## src/rtl/mem_port_arbiter_pkg.sv

```systemverilog
// Shared constants for the unified-RAM port arbiter: FSM encodings,
// grant identifiers and the word returned when an access times out.
package mem_port_arbiter_pkg;

    // FSM state encodings (3-bit, legacy-compatible constants)
    localparam logic [2:0] ST_IDLE   = 3'd0;
    localparam logic [2:0] ST_I_ACC  = 3'd1;
    localparam logic [2:0] ST_D_ACC  = 3'd2;
    localparam logic [2:0] ST_I_DONE = 3'd3;
    localparam logic [2:0] ST_D_DONE = 3'd4;

    // Identifies which port was served last (round-robin pointer)
    localparam logic GRANT_INST = 1'b0;
    localparam logic GRANT_DATA = 1'b1;

    // Word loaded into the read register when the RAM never answers
    localparam logic [31:0] TIMEOUT_DATA = 32'hFFFF_FFFF;

    // True while the RAM port is being driven
    function automatic logic is_acc(input logic [2:0] st);
        return (st == ST_I_ACC) || (st == ST_D_ACC);
    endfunction

endpackage

```

## src/rtl/mem_port_arbiter_access_timer.sv

```systemverilog
// Access watchdog counter: held at zero outside an access, counts the
// cycles an access waits for the RAM, and flags the wait that reaches MAX.
module access_timer #(
    parameter int MAX = 255
) (
    input  logic clk,
    input  logic rst_n,
    input  logic clear,
    input  logic inc,
    output logic tc
);

    localparam int CW = $clog2(MAX + 1);

    logic [CW-1:0] count;

    // Load-to-zero has priority over increment
    always_ff @(posedge clk or negedge rst_n) begin
        if (!rst_n) begin
            count <= '0;
        end else if (clear) begin
            count <= '0;
        end else if (inc) begin
            count <= count + 1'b1;
        end
    end

    // Terminal count: this un-answered cycle is the MAX-th one of the access
    assign tc = inc && (count == CW'(MAX - 1));

endmodule

```

## src/rtl/mem_port_arbiter.sv

```systemverilog
// Arbitrates one single-port RAM between instruction fetch and load/store.
// One access at a time, round-robin when both ports ask in the same cycle,
// registered read data, combinational stalls, and a watchdog so a silent
// RAM cannot hang the pipeline.
//
// Handshake: a requester raises its request and holds it (with address and
// data) stable while its stall is high; the stall drops for exactly one cycle
// (the DONE state) in which the registered read data is valid. On the RAM
// side ram_cs/ram_we/ram_addr/ram_wdata are held during an ACC state until
// the cycle in which ram_ready=1, which completes the access.
module mem_port_arbiter
    import mem_port_arbiter_pkg::*;
#(
    parameter int ADDR_W   = 32,
    parameter int DATA_W   = 32,
    parameter int WAIT_MAX = 255
) (
    input  logic              clk,
    input  logic              rst_n,
    input  logic              inst_ren,
    input  logic [ADDR_W-1:0] inst_addr,
    output logic [DATA_W-1:0] inst_data,
    output logic              inst_stall,
    input  logic              mem_ren,
    input  logic              mem_wen,
    input  logic [ADDR_W-1:0] mem_addr,
    input  logic [DATA_W-1:0] mem_dout,
    output logic [DATA_W-1:0] mem_din,
    output logic              data_stall,
    output logic              ram_cs,
    output logic              ram_we,
    output logic [ADDR_W-1:0] ram_addr,
    output logic [DATA_W-1:0] ram_wdata,
    input  logic [DATA_W-1:0] ram_rdata,
    input  logic              ram_ready,
    output logic              err_timeout,
    output logic [2:0]        dbg_state
);

    logic [2:0] state;
    logic [2:0] state_nxt;
    logic       last_grant;
    logic       ireq;
    logic       dreq;
    logic       in_acc;
    logic       timer_tc;
    logic       acc_end;

    assign ireq    = inst_ren;
    assign dreq    = mem_ren | mem_wen;
    assign in_acc  = is_acc(state);
    // An access ends on ram_ready or when the watchdog gives up
    assign acc_end = in_acc && (ram_ready || timer_tc);

    access_timer #(
        .MAX (WAIT_MAX)
    ) u_timer (
        .clk   (clk),
        .rst_n (rst_n),
        .clear (!in_acc),
        .inc   (in_acc && !ram_ready),
        .tc    (timer_tc)
    );

    // Next-state logic with round-robin tie break in IDLE
    always_comb begin
        state_nxt = state;
        case (state)
            ST_IDLE: begin
                if (dreq && ireq) begin
                    state_nxt = (last_grant == GRANT_INST) ? ST_D_ACC : ST_I_ACC;
                end else if (dreq) begin
                    state_nxt = ST_D_ACC;
                end else if (ireq) begin
                    state_nxt = ST_I_ACC;
                end
            end
            ST_I_ACC:  if (acc_end) state_nxt = ST_I_DONE;
            ST_D_ACC:  if (acc_end) state_nxt = ST_D_DONE;
            ST_I_DONE: state_nxt = ST_IDLE;
            ST_D_DONE: state_nxt = ST_IDLE;
            default:   state_nxt = ST_IDLE;
        endcase
    end

    // State register and round-robin pointer
    always_ff @(posedge clk or negedge rst_n) begin
        if (!rst_n) begin
            state      <= ST_IDLE;
            last_grant <= GRANT_INST;
        end else begin
            state <= state_nxt;
            if (acc_end) begin
                last_grant <= (state == ST_D_ACC) ? GRANT_DATA : GRANT_INST;
            end
        end
    end

    // Read-data registers; stores (including ren&wen) never touch mem_din
    always_ff @(posedge clk or negedge rst_n) begin
        if (!rst_n) begin
            inst_data <= '0;
            mem_din   <= '0;
        end else begin
            if (state == ST_I_ACC) begin
                if (ram_ready) begin
                    inst_data <= ram_rdata;
                end else if (timer_tc) begin
                    inst_data <= DATA_W'(TIMEOUT_DATA);
                end
            end
            if (state == ST_D_ACC && !mem_wen) begin
                if (ram_ready) begin
                    mem_din <= ram_rdata;
                end else if (timer_tc) begin
                    mem_din <= DATA_W'(TIMEOUT_DATA);
                end
            end
        end
    end

    // Sticky timeout flag, cleared only by reset
    always_ff @(posedge clk or negedge rst_n) begin
        if (!rst_n) begin
            err_timeout <= 1'b0;
        end else if (timer_tc) begin
            err_timeout <= 1'b1;
        end
    end

    // RAM port drive; decoded from state so it drops as soon as reset asserts
    always_comb begin
        ram_cs    = in_acc;
        ram_we    = 1'b0;
        ram_addr  = '0;
        ram_wdata = '0;
        if (state == ST_I_ACC) begin
            ram_addr = inst_addr;
        end else if (state == ST_D_ACC) begin
            ram_addr  = mem_addr;
            ram_we    = mem_wen;
            ram_wdata = mem_dout;
        end
    end

    // Stalls release only in the requester's own DONE cycle
    assign inst_stall = ireq && (state != ST_I_DONE);
    assign data_stall = dreq && (state != ST_D_DONE);
    assign dbg_state  = state;

endmodule
```

## config.mk

```make
export PLATFORM = sky130hd
export DESIGN_NAME = mem_port_arbiter
export DESIGN_NICKNAME = d
export VERILOG_FILES = /design/src/rtl/mem_port_arbiter_pkg.sv /design/src/rtl/mem_port_arbiter_access_timer.sv /design/src/rtl/mem_port_arbiter.sv
export SDC_FILE = /design/constraint.sdc
export NUM_CORES = 1
export LEC_CHECK = 0
export BUFFER_PORTS_ARGS = -buffer_cell sky130_fd_sc_hd__buf_2
export CORE_AREA = 2 2 104 106
export CTS_CLUSTER_DIAMETER = 200
export DETAILED_ROUTE_END_ITERATION = 10
export DIE_AREA = 0 0 106 108
export GPL_ROUTABILITY_DRIVEN = 0
export GPL_TIMING_DRIVEN = 0
export PLACE_DENSITY = 0.73
export SYNTH_ARGS = -nofsm -noshare
export SYNTH_HDL_FRONTEND = slang
export SYNTH_HIERARCHICAL = 1
export SYNTH_SLANG_ARGS = --single-unit
```

## constraint.sdc

```tcl
create_clock -name clk -period 7 [get_ports clk]
set_clock_uncertainty 0.2 [all_clocks]
set_input_delay 1.4 -clock clk [delete_from_list [all_inputs] [get_ports clk]]
set_output_delay 1.4 -clock clk [all_outputs]
set_load 0.02 [all_outputs]
```

---- Yosys cells after proc, flatten, opt, wreduce, memory -nomap -nowiden ----
Index checks and enable logic that the tools add are counted.
cells by class
  $add $sub $neg .......................... 1
  equality and inequality tests ........... 9
  mux-type cells .......................... 18
  bitwise logic cells ..................... 1
  reductions and logical operators ........ 16
operators by type and width
  kind                                                                      count
  32-bit two-way mux                                                        6
  8-bit two-way mux                                                         2
  3-bit two-way mux                                                         5
  3-bit one-hot mux with 3 select lines                                     1
  8-bit by 1-bit adder with 8-bit output (second input constant)            1
  8-bit == test (second input constant)                                     1
  1-bit logical AND                                                         7
  2-bit inequality test (second input constant)                             2
  4-bit inequality test (second input constant)                             1
  2-bit AND reduction                                                       2
  3-bit by 1-bit == test with 1-bit output (second input constant)          1
  3-bit by 2-bit == test with 1-bit output (second input constant)          1
  3-bit logical NOT                                                         1
  1-bit two-way mux                                                         3
  3-bit by 2-bit inequality test with 1-bit output (second input constant)  1
  3-bit inequality test (second input constant)                             1
  3-bit AND reduction                                                       1
  1-bit logical NOT                                                         2
  1-bit logical OR                                                          2
  2-bit two-way mux                                                         1
  2-bit by 1-bit inequality test with 1-bit output (second input constant)  1
  2-bit nonzero test                                                        1
  1-bit bitwise OR                                                          1
word-level totals
  flip-flop bits (word level) ............. 77
  input bits .............................. 134
  output and inout port bits .............. 136
  logic and storage cells ................. 51

---- Longest topological paths before layout ----
  depth after elaboration ................. 8
  gate-level depth with buffers ........... 13
  mapped depth without buffers ............ 8

---- Hierarchy ----
The synthesis kept the hierarchy.
by module, submodules not included
  module            instances  cells each  area an instance (µm²)  seq. area each (µm²)
  mem_port_arbiter  1          281         3340.7                  1726.7
  access_timer      1          41          411.6                   200.2

---- Least setup slack after synthesis ----
No wires, ideal clock.
  path type ............................... input-to-output
  from .................................... input mem_ren
  to ...................................... output data_stall
  data arrival time ....................... 1786 ps
  required time ........................... 5400 ps
  path slack .............................. 3614 ps
  stages .................................. 2
  buffers on the path ..................... 0
  cells stage by stage .................... nor2_1 a21oi_1
on the way
  longest elaborated chain between the ends .. 2
ends and longest elaborated chain
  item                RTL line                 source
  start: declaration  mem_port_arbiter.sv:24   input logic mem_ren,
  1-bit bitwise OR    mem_port_arbiter.sv:50   assign dreq = mem_ren | mem_wen;
  1-bit logical AND   mem_port_arbiter.sv:148  assign data_stall = dreq && (state != ST_D_DONE);
  end: declaration    mem_port_arbiter.sv:29   output logic data_stall,
Every way passes these cells.

---- Worst setup path in the final report ----
  from .................................... register state[2] (netlist: dbg_state[2])
  to ...................................... output ram_addr[24]
on the way
  longest elaborated chain between the ends .. 3
  elaborated cells between the ends (all ways) .. 4
  those cells by class .................... 2 x eq/ne; 2 x mux
ends and longest elaborated chain
  item                                      RTL line                 source
  start: declaration                        mem_port_arbiter.sv:40   logic [2:0] state;
  start signal: assignment                  mem_port_arbiter.sv:92   state <= state_nxt;
  3-bit by 2-bit == test with 1-bit output  mem_port_arbiter.sv:139  end else if (state == ST_D_ACC) begin
  32-bit two-way mux                        mem_port_arbiter.sv:139
  32-bit two-way mux (*)                    mem_port_arbiter.sv:137  if (state == ST_I_ACC) begin
  end: declaration                          mem_port_arbiter.sv:32   output logic [ADDR_W-1:0] ram_addr,
Mark *: on every way between the ends. The rest lies on a longest branch, timed or not.

==> impl_metrics.env <==
export IMPL_post_cts_buffers=0
export IMPL_ir_worst_vdd_mv=0.244
export IMPL_placed_area_sq_um=5300
export IMPL_place_hpwl_mm=10.6
export IMPL_final_util_pct=53.8
export IMPL_seq_area_frac_synth_pct=51.4
export IMPL_cts_buffers=9
export IMPL_drc=0
export IMPL_combPwrFrac_pct=56.2
export IMPL_cts_tree="yes"
export IMPL_clkSinkCount=77
export IMPL_clock_latency_ns=0.35
export IMPL_crit_reg2reg_launch="dbg_state[2]"
export IMPL_setup_violations=0
export IMPL_p_per_area_nw_per_um2=450
export IMPL_firstDrtPassIters=4
export IMPL_htree_num_levels=3
export IMPL_ys_ff_latch=77
export IMPL_ios=270
export IMPL_clkTransAtPathRegs_ns=0.08
export IMPL_critPathArrivalTime_ns=2.44
export IMPL_max_slew_margin_pct=56.1
export IMPL_port_buffer_count=269
export IMPL_outcome="completed"
export IMPL_clkPwrFrac_pct=13.8
export IMPL_std_cell_rows=37
export IMPL_slowest_delay_ns=0.41
export IMPL_p_leak_nw=2.73
export IMPL_syn_nets=458
export IMPL_max_cap_violations=0
export IMPL_synth_avg_cell_area_sq_um=11.7
export IMPL_layout_common_cells="273 x buf_2, 77 x dfrtp_1, 33 x and2_1"
export IMPL_grt_util_all_layers_pct=22.1
export IMPL_slew_viol_final=0
export IMPL_drt_vias_per_instance=4.90
export IMPL_hold_buffers=0
export IMPL_worst_slew_pin_slew_ns=0.655
export IMPL_synth_cell_types=35
export IMPL_switchingPower_mw=1.13
export IMPL_die_h_um=108
export IMPL_grt_ovfl_total=0
export IMPL_antenna_found_initial=0
export IMPL_grt_pass1_vias=3586
export IMPL_startpoint_type="flop"
export IMPL_fill_cells=936
export IMPL_critical_path_required_ns=5.40
export IMPL_start_util_pct=36.7
export IMPL_vias=3646
export IMPL_multi_input_area_sq_um=1670
export IMPL_totalWireLength_mm=12.8
export IMPL_grt_max_degree=52
export IMPL_rsz0062_at_grt="false"
export IMPL_tns_ns=0
export IMPL_grt_pass1_wl_mm=19.3
export IMPL_die_area_sq_um=11400
export IMPL_core_sq_um=10200
export IMPL_synthCells=322
export IMPL_fin_nets=739
export IMPL_area_delta_synth_final_pct=46.6
export IMPL_power_share_switching_pct=45.5
export IMPL_drive_gt1_share_pct=54.4
export IMPL_register_area_sq_um=1930
export IMPL_period_needed_ns=4.04
export IMPL_endpoint_kind="output port"
export IMPL_final_cell_area_sq_um=5500
export IMPL_ys_warn_count=6
export IMPL_worstHoldStart="err_timeout"
export IMPL_period_share_pct=57.7
export IMPL_final_common_cell="buf_2"
export IMPL_clockBufferDepth=2
export IMPL_final_antenna_net_count=0
export IMPL_syn_area_sq_um=3750
export IMPL_cp_common_cell="buf_2"
export IMPL_path_class="flop to output port"
export IMPL_wire_per_inst_um=17.1
export IMPL_hold_class="flop to flop"
export IMPL_fmax_ghz=0.248
export IMPL_path_cells="clkbuf_2 -> nor3b_1 -> buf_2 -> clkbuf_1 -> a22o_1 -> buf_2"
export IMPL_slowest_stage="dfrtp_1"
export IMPL_hold_violations=0
export IMPL_drt_iter0_drc=203
export IMPL_root_buffer="clkbuf_8"
export IMPL_diodes=0
export IMPL_crit_fanout=10
export IMPL_crit_start="dbg_state[2]"
export IMPL_p_int_mw=1.35
export IMPL_p_seq_share_pct=30.0
export IMPL_die_w_um=106
export IMPL_cts_resized=0
[final timing paths]
kind                           endpoint  slack (ns)  depth (start not counted)
max                        ram_addr[24]        2.96                          6
min                         err_timeout        0.27                          1
max reg2reg                 mem_din[17]        3.64                         12
min reg2reg                 err_timeout        0.27                          1
max in group asynchronous   mem_din[30]        5.27                          2
min in group asynchronous  inst_data[2]        0.76                          1
[sequential cells by signal, summed over array words and instances, names as in the netlist]
name           flops
dbg_state          3
err_timeout        1
inst_data         32
last_grant         1
mem_din           32
u_timer/count      8
[Yosys cell counts (all sizes together)]
cell | count | area (sq um)
nand2b | 32 | 200
a21oi | 6 | 30.0
or2 | 1 | 6.26
dfrtp | 77 | 1930
and2 | 33 | 206
ha | 2 | 25.0
or3 | 3 | 18.8
o21ai | 5 | 25.0
o22a | 32 | 280
inv | 5 | 18.8
a22o | 32 | 280
o31a | 1 | 8.76
nand3 | 2 | 10.0
nor2b | 1 | 6.26
clkbuf | 15 | 57.6
nor3b | 2 | 20.0
nor2 | 12 | 45.0
xnor2 | 1 | 8.76
nor3 | 1 | 16.3
nand4 | 4 | 40.0
o311a | 1 | 10.0
xor2 | 3 | 26.3
buf | 12 | 81.3
or3b | 1 | 11.3
o22ai | 1 | 6.26
mux2 | 32 | 360
nand2 | 3 | 11.3
a211oi | 2 | 15.0
[routing by layer]
metal,wire (um),track usage [%]
met3,963,5.42
met2,6270,37.3
met5,0,0
met1,5080,26.8
met4,440,10.6
[cell families (layout without fill, tap and decap cells)]
| logic type | Yosys count | count (layout) | synth area share [%] |
|---|---|---|---|
| adders and majority gates | 2 | 2 | 0.667 |
| and+or+nand+nor | 95 | 95 | 15.8 |
| xor gates and xnor gates | 4 | 4 | 0.934 |
| buffers and inverters | 32 | 318 | 4.20 |
| muxes | 32 | 32 | 9.60 |
| DFF | 77 | 77 | 51.4 |
| AOI/OAI and AO/OA | 80 | 80 | 17.5 |
[worst max-delay path: cells and delay by family, from the launching register on]
kind	cells	cell delay, ns
buffers and inverters	4	1.07
flip-flops	1	0.41
AND/OR/NAND/NOR	1	0.38
AO/OA/AOI/OAI	1	0.23
[metrics by stage]
stage	total power, mW	hold WS [ns]	cells	worst slack [ns]
2_1_floorplan	1.63	0.302	322	3.61
3_3_place_gp	2.13	0.252	727	3.10
3_5_place_dp	2.16	0.245	728	3.09
4_1_cts	2.51	0.272	744	2.83
5_1_grt	2.63	0.299	744	2.75
6_report	2.48	0.273	744	2.96
[power by group through the flow]
stage                     Sequential (mW)  Clock (mW)  Combinational [mW]
after floorplan                     0.967           0               0.661
after global placement              0.739           0                1.39
after detailed placement            0.751           0                1.41
after CTS                           0.742       0.352                1.41
after global routing                0.765       0.375                1.49
final                               0.743       0.341                1.39
[final cells by class]
cell class / count / share of cell area (%)
clock inverters: 3 / 0.796
clock buffers: 13 / 2.89
well taps: 136 / 3.09
multi-input cells: 213 / 30.3
flip-flops and latches: 77 / 35.0
plain buffers: 27 / 2.52
inverters: 5 / 0.341
repair buffers: 270 / 25.0
Note: power is estimated with default switching activity, not from simulation.
